===== src/rtl/mux_pipe_if.sv =====
// Handshake bundle for mux_pipe: N producer channels in, one registered consumer port out.
// The master side is the environment (producers plus consumer); the slave side is the mux.
interface mux_pipe_if #(
    parameter int CHANNELS = 4,
    parameter int WIDTH    = 8,
    parameter int SELW     = 2
);
    logic [SELW-1:0]           sel;
    logic [CHANNELS*WIDTH-1:0] in_data;
    logic [CHANNELS-1:0]       in_valid;
    logic [CHANNELS-1:0]       in_ready;
    logic [WIDTH-1:0]          out_data;
    logic [SELW-1:0]           out_chan;
    logic                      out_valid;
    logic                      out_ready;

    modport master (
        output sel, in_data, in_valid, out_ready,
        input  in_ready, out_data, out_chan, out_valid
    );

    modport slave (
        input  sel, in_data, in_valid, out_ready,
        output in_ready, out_data, out_chan, out_valid
    );
endinterface


===== src/rtl/mux_pipe.sv =====
// Registered N-channel valid/ready mux, external-select or round-robin; 1-cycle accept-to-valid latency.
// Backpressure: a stalled output holds its word and forces every in_ready low; drain and refill share a cycle.
module mux_pipe #(
    parameter int CHANNELS = 4,
    parameter int WIDTH    = 8,
    parameter int MODE     = 0,
    parameter int SELW     = 2
) (
    input  logic         clock,
    input  logic         reset_n,
    mux_pipe_if.slave    bus
);

    logic                load;
    logic                gnt_en;
    logic                gnt_vld;
    logic [SELW-1:0]     gnt;
    logic [WIDTH-1:0]    gnt_dat;
    logic                xfer;

    logic                out_valid_q, out_valid_d;
    logic [WIDTH-1:0]    out_data_q,  out_data_d;
    logic [SELW-1:0]     out_chan_q,  out_chan_d;
    logic [SELW-1:0]     rr_ptr_q,    rr_ptr_d;

    // The output register can take a word when empty or when it is being drained this cycle.
    assign load = !out_valid_q || bus.out_ready;

    always_comb begin
        gnt     = '0;
        gnt_en  = 1'b0;
        gnt_vld = 1'b0;
        if (MODE == 0) begin
            gnt    = bus.sel;
            gnt_en = (int'(bus.sel) < CHANNELS);
            for (int i = 0; i < CHANNELS; i++) begin
                if (gnt_en && (int'(bus.sel) == i)) begin
                    gnt_vld = bus.in_valid[i];
                end
            end
        end else begin
            // Scan in order rr_ptr, rr_ptr+1, ... (mod CHANNELS); first requester wins.
            for (int k = 0; k < CHANNELS; k++) begin
                for (int i = 0; i < CHANNELS; i++) begin
                    if (!gnt_vld && (i == ((int'(rr_ptr_q) + k) % CHANNELS)) && bus.in_valid[i]) begin
                        gnt_vld = 1'b1;
                        gnt     = SELW'(i);
                    end
                end
            end
            gnt_en = gnt_vld;
        end
    end

    always_comb begin
        gnt_dat = '0;
        for (int i = 0; i < CHANNELS; i++) begin
            if (gnt == SELW'(i)) begin
                gnt_dat = bus.in_data[i*WIDTH +: WIDTH];
            end
        end
    end

    // In external-select mode in_ready ignores in_valid so producers see a stable ready.
    always_comb begin
        bus.in_ready = '0;
        for (int i = 0; i < CHANNELS; i++) begin
            bus.in_ready[i] = reset_n && load && gnt_en && (gnt == SELW'(i));
        end
    end

    assign xfer = load && gnt_vld;

    always_comb begin
        out_valid_d = out_valid_q;
        out_data_d  = out_data_q;
        out_chan_d  = out_chan_q;
        rr_ptr_d    = rr_ptr_q;
        if (load) begin
            out_valid_d = gnt_vld;
            if (gnt_vld) begin
                out_data_d = gnt_dat;
                out_chan_d = gnt;
            end
        end
        if ((MODE == 1) && xfer) begin
            rr_ptr_d = (gnt == SELW'(CHANNELS - 1)) ? '0 : gnt + SELW'(1);
        end
    end

    always_ff @(posedge clock or negedge reset_n) begin
        if (!reset_n) begin
            out_valid_q <= 1'b0;
            out_data_q  <= '0;
            out_chan_q  <= '0;
            rr_ptr_q    <= '0;
        end else begin
            out_valid_q <= out_valid_d;
            out_data_q  <= out_data_d;
            out_chan_q  <= out_chan_d;
            rr_ptr_q    <= rr_ptr_d;
        end
    end

    assign bus.out_valid = out_valid_q;
    assign bus.out_data  = out_data_q;
    assign bus.out_chan  = out_chan_q;

    // A stalled word must not change or vanish until the consumer takes it.
    a_stall_hold: assert property (@(posedge clock) disable iff (!reset_n)
        (out_valid_q && !bus.out_ready) |=> (out_valid_q && $stable(out_data_q) && $stable(out_chan_q)));

    a_ready_onehot: assert property (@(posedge clock) disable iff (!reset_n)
        $onehot0(bus.in_ready) && (load || (bus.in_ready == '0)));

endmodule


===== src/flat_wrapper.sv =====
// flat-port wrapper written by rule: the top's interface ports become plain ports
module mux_pipe_flat 
#(
    parameter int CHANNELS = 4,
    parameter int WIDTH    = 8,
    parameter int MODE     = 0,
    parameter int SELW     = 2
)
  (clock, reset_n, bus_sel, bus_in_data, bus_in_valid, bus_out_ready, bus_in_ready, bus_out_data, bus_out_chan, bus_out_valid);
  mux_pipe_if #(.CHANNELS(CHANNELS), .WIDTH(WIDTH), .SELW(SELW)) bus_i ();
  input  logic clock;
  input  logic reset_n;
  input wire logic [$bits(bus_i.sel)-1:0] bus_sel;
  input wire logic [$bits(bus_i.in_data)-1:0] bus_in_data;
  input wire logic [$bits(bus_i.in_valid)-1:0] bus_in_valid;
  input wire logic [$bits(bus_i.out_ready)-1:0] bus_out_ready;
  output wire logic [$bits(bus_i.in_ready)-1:0] bus_in_ready;
  output wire logic [$bits(bus_i.out_data)-1:0] bus_out_data;
  output wire logic [$bits(bus_i.out_chan)-1:0] bus_out_chan;
  output wire logic [$bits(bus_i.out_valid)-1:0] bus_out_valid;
  assign bus_i.sel = bus_sel;
  assign bus_i.in_data = bus_in_data;
  assign bus_i.in_valid = bus_in_valid;
  assign bus_i.out_ready = bus_out_ready;
  assign bus_in_ready = bus_i.in_ready;
  assign bus_out_data = bus_i.out_data;
  assign bus_out_chan = bus_i.out_chan;
  assign bus_out_valid = bus_i.out_valid;
  mux_pipe #(.CHANNELS(CHANNELS), .WIDTH(WIDTH), .MODE(MODE), .SELW(SELW)) u_core (.clock(clock), .reset_n(reset_n), .bus(bus_i));
endmodule

===== config.mk =====
export PLATFORM = sky130hd
export DESIGN_NAME = mux_pipe_flat
export DESIGN_NICKNAME = d
export VERILOG_FILES = /design/src/rtl/mux_pipe_if.sv /design/src/rtl/mux_pipe.sv /design/src/flat_wrapper.sv
export SDC_FILE = /design/constraint.sdc
export NUM_CORES = 1
export LEC_CHECK = 0
export BUFFER_PORTS_ARGS = -buffer_cell sky130_fd_sc_hd__clkbuf_2
export CAP_MARGIN = 20
export CORE_ASPECT_RATIO = 1.25
export CORE_MARGIN = 2
export CORE_UTILIZATION = 35
export DETAILED_ROUTE_END_ITERATION = 6
export PLACE_DENSITY = 0.83
export RECOVER_POWER = 50
export SYNTH_ARGS = -nofsm -noshare
export SYNTH_HDL_FRONTEND = slang
export SYNTH_SLANG_ARGS = --single-unit

===== constraint.sdc =====
create_clock -name clock -period 3.5 [get_ports clock]
set_input_delay 0.175 -clock clock [delete_from_list [all_inputs] [get_ports clock]]
set_output_delay 0.175 -clock clock [all_outputs]
set_load 0.05 [all_outputs]

# Word-level counts from Yosys, hierarchy flattened

Cells that the tools add are included.

Output and inout bits: 15
Register bits after elaboration: 11
Logic and storage cells: 27

Reduce and logical (&&, ||, !) cells: 10
Equality and inequality tests: 6
Mux-type cells: 8

Operator list:

| kind                                                            | number |
|---|---|
| 8-bit 2-to-1 mux                                                | 4 |
| 2-bit == test, second input constant                            | 4 |
| 1-bit logical AND                                               | 5 |
| 2-bit by 1-bit == test with 1-bit output, second input constant | 2 |
| 2-bit logical NOT                                               | 2 |
| 1-bit 2-to-1 mux                                                | 4 |
| 2-bit AND reduction                                             | 1 |
| 1-bit logical NOT                                               | 1 |
| 1-bit logical OR                                                | 1 |

# Longest topological paths before layout

Gate-level depths: netlist (run 1).

Depth after elaboration: 6
Mapped depth: 4

# Worst setup path before layout (run 1)

OpenSTA, ideal clock, no wires.

Path type: register -> output
From: reg u_core.out_valid_q, in the netlist u_core.bus.out_valid
To: out bus_in_ready[0]
Path slack: 1,353 ps
Required time: 3,325 ps
Path buffers: 0
Arrival: 1,972 ps
Stages on the path, launching flop included: 4
Cells stage by stage: dfrtp_1 -> nand2b_1 -> nand2_1 -> nor3_1

Word-level cells in the longest chain between the ends: 4

Ends and longest elaborated chain:

| item                           | RTL line           | RTL |
|---|---|---|
| start: declaration             | mux_pipe.sv:21     | `logic out_valid_q, out_valid_d;` |
| start signal: assignment       | mux_pipe.sv:98     | `out_valid_q <= out_valid_d;` |
| 1-bit logical NOT              | mux_pipe.sv:27     | `assign load = !out_valid_q \|\| bus.out_ready;` |
| 1-bit logical OR               | mux_pipe.sv:27     |  |
| 1-bit logical AND (2 in a row) | mux_pipe.sv:68     | `bus.in_ready[i] = reset_n && load && gnt_en && (gnt == SELW'(i));` |
| end: declaration               | flat_wrapper.sv:17 | `output wire logic [$bits(bus_i.in_ready)-1:0] bus_in_ready;` |

No other way between the ends.

# Worst setup path after layout (run 1)

From: in reset_n
To: out bus_in_ready[0]

Word-level cells in the longest chain between the ends: 2

Ends and longest elaborated chain:

| item                           | RTL line           | RTL |
|---|---|---|
| start: declaration             | flat_wrapper.sv:12 | `input logic reset_n;` |
| 1-bit logical AND (2 in a row) | mux_pipe.sv:68     |  |

No other way between the ends.

==> flow_summary.toml, run 1 <==
[timing]
rsz0062_at_grt = "no"
hold_slack_ns = 0.272
finalClockSkew_ns = 0.00520
layout_setup_ws_ns = 1.41
setup_tns_ns = 0
hold_viol = 0
setup_violations = 0
period_share_pct = 59.6
relSlewSlack_pct = 50.1
fin_crit_ns = 2.09
drv_slew = 0
tightest_slew_ns = 0.749
max_freq_ghz = 0.479

[yosys]
ys_warn_count = 0
syn_avg_cell_area_um2 = 14.5
yosysUniqueCellTypes = 16
syn_nets = 89
syn_area_um2 = 694
ys_seq_area_share_pct = 39.6
synth-seq-cells = 11
syn_inst = 48

[power_and_ir_drop]
total_power_mw = 0.509
p_leak_nw = 0.495
ir_drop_mv = 0.223
powerDensity_mw_per_mm2 = 505

[routing]
drt_iter0_drc = 3
wl_per_cell_um = 14.3
firstDrtPassIters = 3
drc = 0
wirelength_mm = 1.79
vias = 659
vias_per_cell = 5.27
final_antenna_net_count = 0

[clock_network]
clkSinkCount = 11
cts_tree = "yes"
cts.repair.resized = 0
clock_latency_ns = 0.26
cts_buffers = 3
cts_buffer_depth = 2
h-tree-depth = 1
holdBufCountCts = 1
clockRootBuffer = "clkbuf_4"
post-cts-setup-buffer-count = 0
path_clk_slew_ns = 0.06

[grt]
antenna_found_initial = 0
grt_pass1_wl_mm = 2.66
grt_max_degree = 16
track_usage_pct = 15.6
grt_overflow = 0
grt_pass1_vias = 667

[placement]
gp_congestion = 0.609
place_hpwl_mm = 1.51
preCtsSetupSlack_ns = 1.64
io_buffers = 55
placed_area_um2 = 981
placedCellCount = 120

[worst_hold_path]
whs_endpoint = "u_core.bus.out_valid"
hold_depth = 4
hold_path_class = "input pin to flop"
hp-start = "bus_in_valid[0]"

[floorplan]
start_util_pct = 36.3
ioPinCount = 56
die_y_um = 53.8
core_mm2 = 0.00191
die_w_um = 43.8
die-area_mm2 = 0.00236
row_count = 18

[critical_path]
r2r_slack_ns = 1.90
crit_fanout = 13
ff2ff_path_depth = 4
r2r-start = "u_core.bus.out_valid"
start_kind = "input pin"
reg2reg_to = "u_core.bus.out_data[1]"
end_kind = "output pin"
cp.arrival_ns = 1.91
cp.required_ns = 3.32
crit_type = "input pin to output pin"

[cells_and_area]
drive_gt1_share_pct = 67.6
seqCellArea_um2 = 275
stdcell_count = 125
final.fill_count = 180
multiInputGateArea_um2 = 398
area_growth_pct = 45.0
fin_util_pct = 52.6
diodes = 0
stdcell_area_mm2 = 0.00101
final_nets = 147

[outcome]
status = "completed"

[flow_run]
cap_viol_max_count = 0
-- power by group --
| part | internal (mW) | switching, mW |
|---|---|---|
| clock network | 0.0441 | 0.0406 |
| registers | 0.158 | 0.0171 |
| logic | 0.0784 | 0.170 |
| total | 0.281 | 0.228 |
-- layout make-up --
class                           instances  area share, %
Multi-Input combinational cell         32           39.5
Clock buffer                            4           2.61
Tap cell                               20           2.48
Sequential cell                        11           27.3
Inverter                                2          0.745
Timing Repair Buffer                   56           27.3
-- sequential cells by signal (all words and copies together) (netlist names) --
register	cells
u_core.bus.out_valid	1
u_core.bus.out_data	8
u_core.bus.out_chan	2
-- routing by layer --
metal	global-route usage, %	vias up	share of wire (%)
li1	-	305	-
met1	16.7	320	35
met2	29.7	32	58
met3	0.336	2	6.6
met4	10.1	0	0.56
met5	0	-	0
-- worst max-delay path, stage by stage --
cell	delay [ns]
dlygate4sd3_1	0.53
clkbuf_1	0.51
nand2_1	0.15
nor3_1	0.21
clkbuf_2	0.33
-- Yosys cell counts --
library cell / count / share of area (%)
dfrtp_1: 11 / 40
mux2_2: 10 / 16
mux4_2: 8 / 26
buf_2: 2 / 1.4
inv_1: 2 / 1.1
nand2_1: 2 / 1.1
nand3_1: 2 / 1.4
nor2_1: 2 / 1.1
nor3_1: 2 / 1.4
a31oi_4: 1 / 3.1
and3b_4: 1 / 1.8
clkbuf_1: 1 / 0.54
mux2_4: 1 / 2.2
mux2i_1: 1 / 1.4
nand2b_1: 1 / 0.90
o21ai_0: 1 / 0.72
-- worst max path at each step --
stage	endpoint	startpoint	slack (ns)
6_report	bus_in_ready[0]	reset_n	1.41
4_1_cts	bus_in_ready[0]	reset_n	1.69
2_1_floorplan	bus_in_ready[0]	u_core.bus.out_valid	1.35
3_3_place_gp	u_core.bus.out_data[6]	bus_sel[1]	1.71
5_1_grt	bus_in_ready[0]	reset_n	1.23
3_5_place_dp	u_core.bus.out_data[0]	bus_sel[1]	1.64
-- layout by cell type (no fill, tap or decap), drive strengths merged --
master | netlist | routed
a31oi | 1 | 1
and3b | 1 | 1
clkbuf | 1 | 59
dfrtp | 11 | 11
dlygate4sd3 | 0 | 1
inv | 2 | 2
mux2 | 11 | 11
mux2i | 1 | 1
mux4 | 8 | 8
nand2 | 2 | 2
nand2b | 1 | 1
nand3 | 2 | 2
nor2 | 2 | 2
nor3 | 2 | 2
o21ai | 1 | 1
-- cells by family after synthesis --
logic type	after synthesis	synth area share, %
buffers and inverters	5	3.06
AO/OA/AOI/OAI	2	3.78
AND/OR/NAND/NOR	10	7.75
multiplexers	20	45.8
flip-flops	11	39.6
No activity file was read; power rests on OpenSTA's default activity.
==> inputs of run 2 (changes only) <==
--- a/config.mk
+++ b/config.mk
@@ -5,13 +5,14 @@
 export SDC_FILE = /design/constraint.sdc
 export NUM_CORES = 1
 export LEC_CHECK = 0
+export ABC_AREA = 1
 export BUFFER_PORTS_ARGS = -buffer_cell sky130_fd_sc_hd__clkbuf_2
 export CAP_MARGIN = 20
 export CORE_ASPECT_RATIO = 1.25
 export CORE_MARGIN = 2
 export CORE_UTILIZATION = 35
 export DETAILED_ROUTE_END_ITERATION = 6
-export PLACE_DENSITY = 0.83
+export PLACE_DENSITY = 0.8
 export RECOVER_POWER = 50
 export SYNTH_ARGS = -nofsm -noshare
 export SYNTH_HDL_FRONTEND = slang
==> constraint.sdc (replaced) <==
create_clock -name clock -period 2.2 [get_ports clock]
set_input_delay 0.11 -clock clock [delete_from_list [all_inputs] [get_ports clock]]
set_output_delay 0.11 -clock clock [all_outputs]
set_load 0.05 [all_outputs]
==> run 2 against run 1 <==
  * Combinational power grew 50%
  * Clock skew is 0.0033 ns lower
  * Register-to-register slack got worse by 0.98 ns
  * Non-clock buffer count is the same
  * Utilization decreased by 2.8 points
  * Cell count rose by 54%
  * Synthesized cell count increased by 130%
  * Critical path type is now flop to output pin
  * Hold slack got worse by 0.077 ns
==> flow_summary.toml, run 2 <==
[yosys]
synth-seq-cells = 11
synth_top_family_by_area = "simple AND/OR/NAND/NOR gates"
synth_xor_area_share_pct = 0
syn_inst = 110
ys_warn_count = 0
syn_avg_cell_area_um2 = 7.36
yosys.area_share.simple_pct = 56.0
ys_top_cells_by_count = "nand3_1, nand2_1, dfrtp_1"
syn_area_um2 = 810
syn_nets = 151
synth.most_common_cell = "nand3_1"
synth_top_area_share_pct = 34.0
yosysTopAreaCell = "dfrtp_1"
synth_fa_ha_area_share_pct = 0
synth_mux_area_share_pct = 0
synth_edf_count = 0
ys_top_cells_by_area = "dfrtp_1, nand3_1, nand2_1"
synthFlopType = "dfrtp_1"
synthArstFlopShare_pct = 100
ys_seq_area_share_pct = 34.0
yosysUniqueCellTypes = 19
synth_compound_area_share_pct = 0.618

[grt]
grt_pass1_vias = 860
grt_max_degree = 26
track_usage_pct = 18.1
antenna_found_initial = 0
grt_overflow = 0
grt_pass1_wl_mm = 3.66

[cells_and_area]
drive_gt1_share_pct = 36.4
final.fill_count = 245
final_nets = 204
mostFrequentLayoutCells = "clkbuf_2, nand3_1, nand2_1, dfrtp_1"
layout_commonest_cell = "clkbuf_2"
diodes = 0
largest_reg_flops = 8
area_growth_pct = 34.5

[routing]
vias_per_cell = 5.12
vias = 988
firstDrtPassIters = 4
drt_iter0_drc = 32
wl_per_cell_um = 12.0
final_antenna_net_count = 0
wirelength_mm = 2.31
drc = 0

[timing]
rsz0062_at_grt = "no"
max_freq_ghz = 0.560
setup_violations = 0
drv_slew = 0
period_share_pct = 81.2
relSlewSlack_pct = 60.5
finalClockSkew_ns = 0.00188
fin_crit_ns = 1.79
tightest_slew_ns = 0.595
setup_tns_ns = 0
hold_viol = 0

[worst_hold_path]
hp-start = "bus_in_data[7]"
hold_depth = 5
hold_path_class = "input pin to flop"

[critical_path]
path_cells = "nand2_1, nand2_1, nor3_1, clkbuf_2"
cp-startpoint = "u_core.bus.out_valid"
cpLargestDelayFamily = "simple AND/OR/NAND/NOR gates"
cp.arrival_ns = 1.68
path_common_cell = "nand2_1"
start_kind = "flop"
ff2ff_path_depth = 4
cp.depth = 4
r2r-start = "u_core.bus.out_valid"
path_buf_inv = 1
crit_type = "flop to output pin"
cp.required_ns = 2.09
cpMaxStageDelayCell = "dfrtp_1"
end_kind = "output pin"
crit_fanout = 13
cpPeakStageDelay_ns = 0.39

[clock_network]
h-tree-depth = 1
clockRootBuffer = "clkbuf_4"
clkSinkCount = 11
cts_buffers = 3
clock_latency_ns = 0.26
cts_buffer_depth = 2
cts.repair.resized = 0
cts_tree = "yes"
path_clk_slew_ns = 0.07

[power_and_ir_drop]
p_leak_nw = 0.586
powerDensity_mw_per_mm2 = 711
ir_drop_mv = 0.286
total_power_mw = 0.774

[floorplan]
ioPinCount = 56
row_count = 19
start_util_pct = 37.0
die_w_um = 47.0
die_y_um = 57.8
core_mm2 = 0.00219
die-area_mm2 = 0.00272

[placement]
place_hpwl_mm = 1.85
gp_congestion = 0.837
io_buffers = 55

[outcome]
status = "completed"

[flow_run]
cap_viol_max_count = 0
run 2: metrics by stage:
step | std cells | cell area [µm²] | utilization [%] | setup slack, ns | hold slack, ns
global placement | 188 | 1060 | 48.5 | 0.775 | -0.00696
CTS | 193 | 1100 | 50.2 | 0.429 | 0.192
finish | 193 | 1090 | 49.8 | 0.414 | 0.195
detailed placement | 188 | 1060 | 48.5 | 0.729 | -0.000362
floorplan | 110 | 810 | - | 0.172 | -0.186
global route | 193 | 1090 | 49.8 | 0.282 | 0.218
run 2: final cells by class:
class,instances,area [µm²],area share (%)
timing repair buffer,56,277,25.4
multi-input combinational,88,458,42.1
tap,31,38.8,3.56
inverter,3,13.8,1.26
clock buffer,4,26.3,2.41
sequential,11,275,25.3
run 2: worst reg2reg max path: stages (launching register included):
cell and delay [ns]:
dfrtp_1 0.39, nand2_1 0.31, nand3_2 0.28, nand2_1 0.12, nand2_1 0.06
run 2: what timing repair did:
action                                 CTS  global route
endpoints found under the hold margin   11             0
hold buffers                             1             0
setup buffers                            0             0
run 2: kinds of logic after synthesis:
family | after synthesis
flops | 11
compound gates | 1
simple gates | 87
buf+inv | 11
run 2: final timing paths:
path                                          endpoint  slack (ns)
worst max-delay path                   bus_in_ready[0]        0.41
worst min-delay path            u_core.bus.out_data[7]        0.19
worst max register to register  u_core.bus.out_data[7]        0.92
worst min register to register  u_core.bus.out_chan[0]        0.48
max in group asynchronous       u_core.bus.out_chan[0]        1.73
min in group asynchronous       u_core.bus.out_data[5]        0.25
run 2: layer usage:
layer  global-route usage (%)  wire length, µm
met2                     29.0             1160
met5                        0                0
met1                     23.8              960
met3                     3.43              163
met4                     6.35               25
run 2: where the power goes:
part	switching, mW	leakage (nW)	internal [mW]
combinational	0.281	0.433	0.0900
sequential	0.0258	0.138	0.246
clock	0.0618	0.0150	0.0701
total	0.369	0.586	0.406
==> inputs of run 3 (changes only) <==
==> constraint.sdc (replaced) <==
create_clock -name clock -period 1.77 [get_ports clock]
set_input_delay 0.0885 -clock clock [delete_from_list [all_inputs] [get_ports clock]]
set_output_delay 0.0885 -clock clock [all_outputs]
set_load 0.05 [all_outputs]
==> run 3 against run 2 <==
  * Cell area is 0.69% higher
  * Sequential cell count stayed put
  * Clock power is 29% higher
  * Sequential power is 24% higher
  * Via count is 0.91% lower
  * Global-route usage is 0.36 points lower
  * Die area stayed put
  * Power is 26% higher
  * Non-clock buffer count is 1 higher
  * Largest power group unchanged
==> flow_summary.toml, run 3 (synthesized netlist as in run 2, its figures left out) <==
[power_and_ir_drop]
p_int_mw = 0.508
ir_drop_mv = 0.355
clkPwrFrac_pct = 17.5
seq_power_share_pct = 34.6
power.switching_mw = 0.465
power_frac_comb_pct = 47.9
switching_share_pct = 47.8
p_leak_nw = 0.591
powerDensity_mw_per_mm2 = 887

[timing]
setup_violations = 0
drv_slew = 0
tightest_slew_ns = 0.600
period_share_pct = 91.8
rsz0062_at_grt = "no"
hold_viol = 0
max_freq_ghz = 0.615
layout_setup_ws_ns = 0.145
relSlewSlack_pct = 60.1
finalClockSkew_ns = 0.000230
fin_crit_ns = 1.62

[cells_and_area]
diodes = 0
area_growth_pct = 35.4
stdcell_area_mm2 = 0.00110
stdcell_count = 194
mostFrequentLayoutCells = "clkbuf_2, nand3_1, nand2_1, dfrtp_1"
largest_reg_flops = 8
drive_gt1_share_pct = 36.8
final_nets = 205
layout_commonest_cell = "clkbuf_2"
fin_util_pct = 50.1

[clock_network]
post-cts-setup-buffer-count = 0
clock_latency_ns = 0.27
cts_buffer_depth = 2
clockRootBuffer = "clkbuf_4"
clkSinkCount = 11
path_clk_slew_ns = 0.06
h-tree-depth = 1
cts_tree = "yes"
cts_buffers = 3

[floorplan]
start_util_pct = 37.0
ioPinCount = 56
core_mm2 = 0.00219
die-area_mm2 = 0.00272
die_w_um = 47.0
die_y_um = 57.8
row_count = 19

[worst_hold_path]
hp-start = "bus_in_data[1]"
hold_depth = 5
whs_endpoint = "u_core.bus.out_data[1]"
hold_path_class = "input pin to flop"

[routing]
vias = 979
final_antenna_net_count = 0
drt_iter0_drc = 29
drc = 0
vias_per_cell = 5.05
wl_per_cell_um = 11.8
wirelength_mm = 2.29
firstDrtPassIters = 5

[grt]
use_met3_pct = 0.935
top_usage_layer = "met2"
grt_pass1_vias = 906
antenna_found_initial = 0
grt_pass1_wl_mm = 3.62
grt_overflow = 0
grt_max_degree = 26
track_usage_pct = 17.8
grt_use_met1_pct = 22.5
grt.met2_usage_pct = 29.4

[placement]
gp_congestion = 0.825
placedCellCount = 189
placed_area_mm2 = 0.00107
io_buffers = 55
preCtsSetupSlack_ns = 0.382
place_hpwl_mm = 1.88

[critical_path]
end_kind = "output pin"
reg2reg_to = "u_core.bus.out_data[3]"
cp.required_ns = 1.68
ff2ff_path_depth = 5
crit_type = "input pin to output pin"
r2r-start = "u_core.bus.out_valid"
crit_fanout = 12
r2r_slack_ns = 0.62
cp.arrival_ns = 1.54
start_kind = "input pin"

[flow_run]
cap_viol_max_count = 0

[outcome]
status = "completed"
[run 3: changes by cell type in the layout (fill, tap and decap cells not counted)]
cell	change
buf_4	+1
buf_2	+1
clkbuf_2	-1
[run 3: final cells by class]
class | count | area (µm²)
inverters | 3 | 13.8
repair buffers | 57 | 284
fillers | 235 | 1090
multi-input cells | 88 | 458
well taps | 31 | 38.8
clock buffers | 4 | 26.3
flip-flops and latches | 11 | 275
[run 3: layer usage]
layer	wire, µm	part of all wire (%)	up-vias
li1	-	-	487
met4	57	2.5	0
met3	145	6.3	7
met2	1170	51	52
met1	918	40	433
met5	0	0	-
[run 3: worst max-delay path by stage]
stage	from	end	slack, ns	depth (start not counted)
after floorplan	u_core.bus.out_valid	bus_in_ready[0]	-0.24	3
after global placement	bus_sel[1]	bus_in_ready[2]	0.42	4
after detailed placement	bus_sel[0]	u_core.bus.out_data[0]	0.38	7
after CTS	reset_n	bus_in_ready[0]	0.09	5
after global routing	reset_n	bus_in_ready[0]	0.03	5
final	reset_n	bus_in_ready[0]	0.15	5
[run 3: through the flow]
stage / power (mW) / hold WS (ns) / TNS (ns)
finish: 0.972 / 0.151 / 0
global route: 1.03 / 0.179 / 0
CTS: 0.987 / 0.150 / 0
detailed placement: 0.815 / -0.0225 / 0
global placement: 0.806 / -0.0285 / 0
floorplan: 0.686 / -0.207 / -0.709
[run 3: repair_timing]
item / 4_1_cts / 5_1_grt
endpoints found under the hold margin: 11 / 0
endpoints found under the setup margin: 0 / 1
hold buffers: 1 / 0
gates resized for setup: 0 / 1
[run 3: worst max-delay path, cell delays in order]
cell	delay, ns
dlygate4sd3_1	0.52
clkbuf_2	0.26
nand2_1	0.16
nor3_1	0.18
buf_2	0.31
[run 3: power groups by stage]
stage	Combinational [mW]	Sequential, mW	Clock, mW
5_1_grt	0.505	0.343	0.183
3_5_place_dp	0.473	0.343	0
6_report	0.466	0.337	0.170
2_1_floorplan	0.158	0.528	0
4_1_cts	0.476	0.338	0.173
3_3_place_gp	0.466	0.340	0
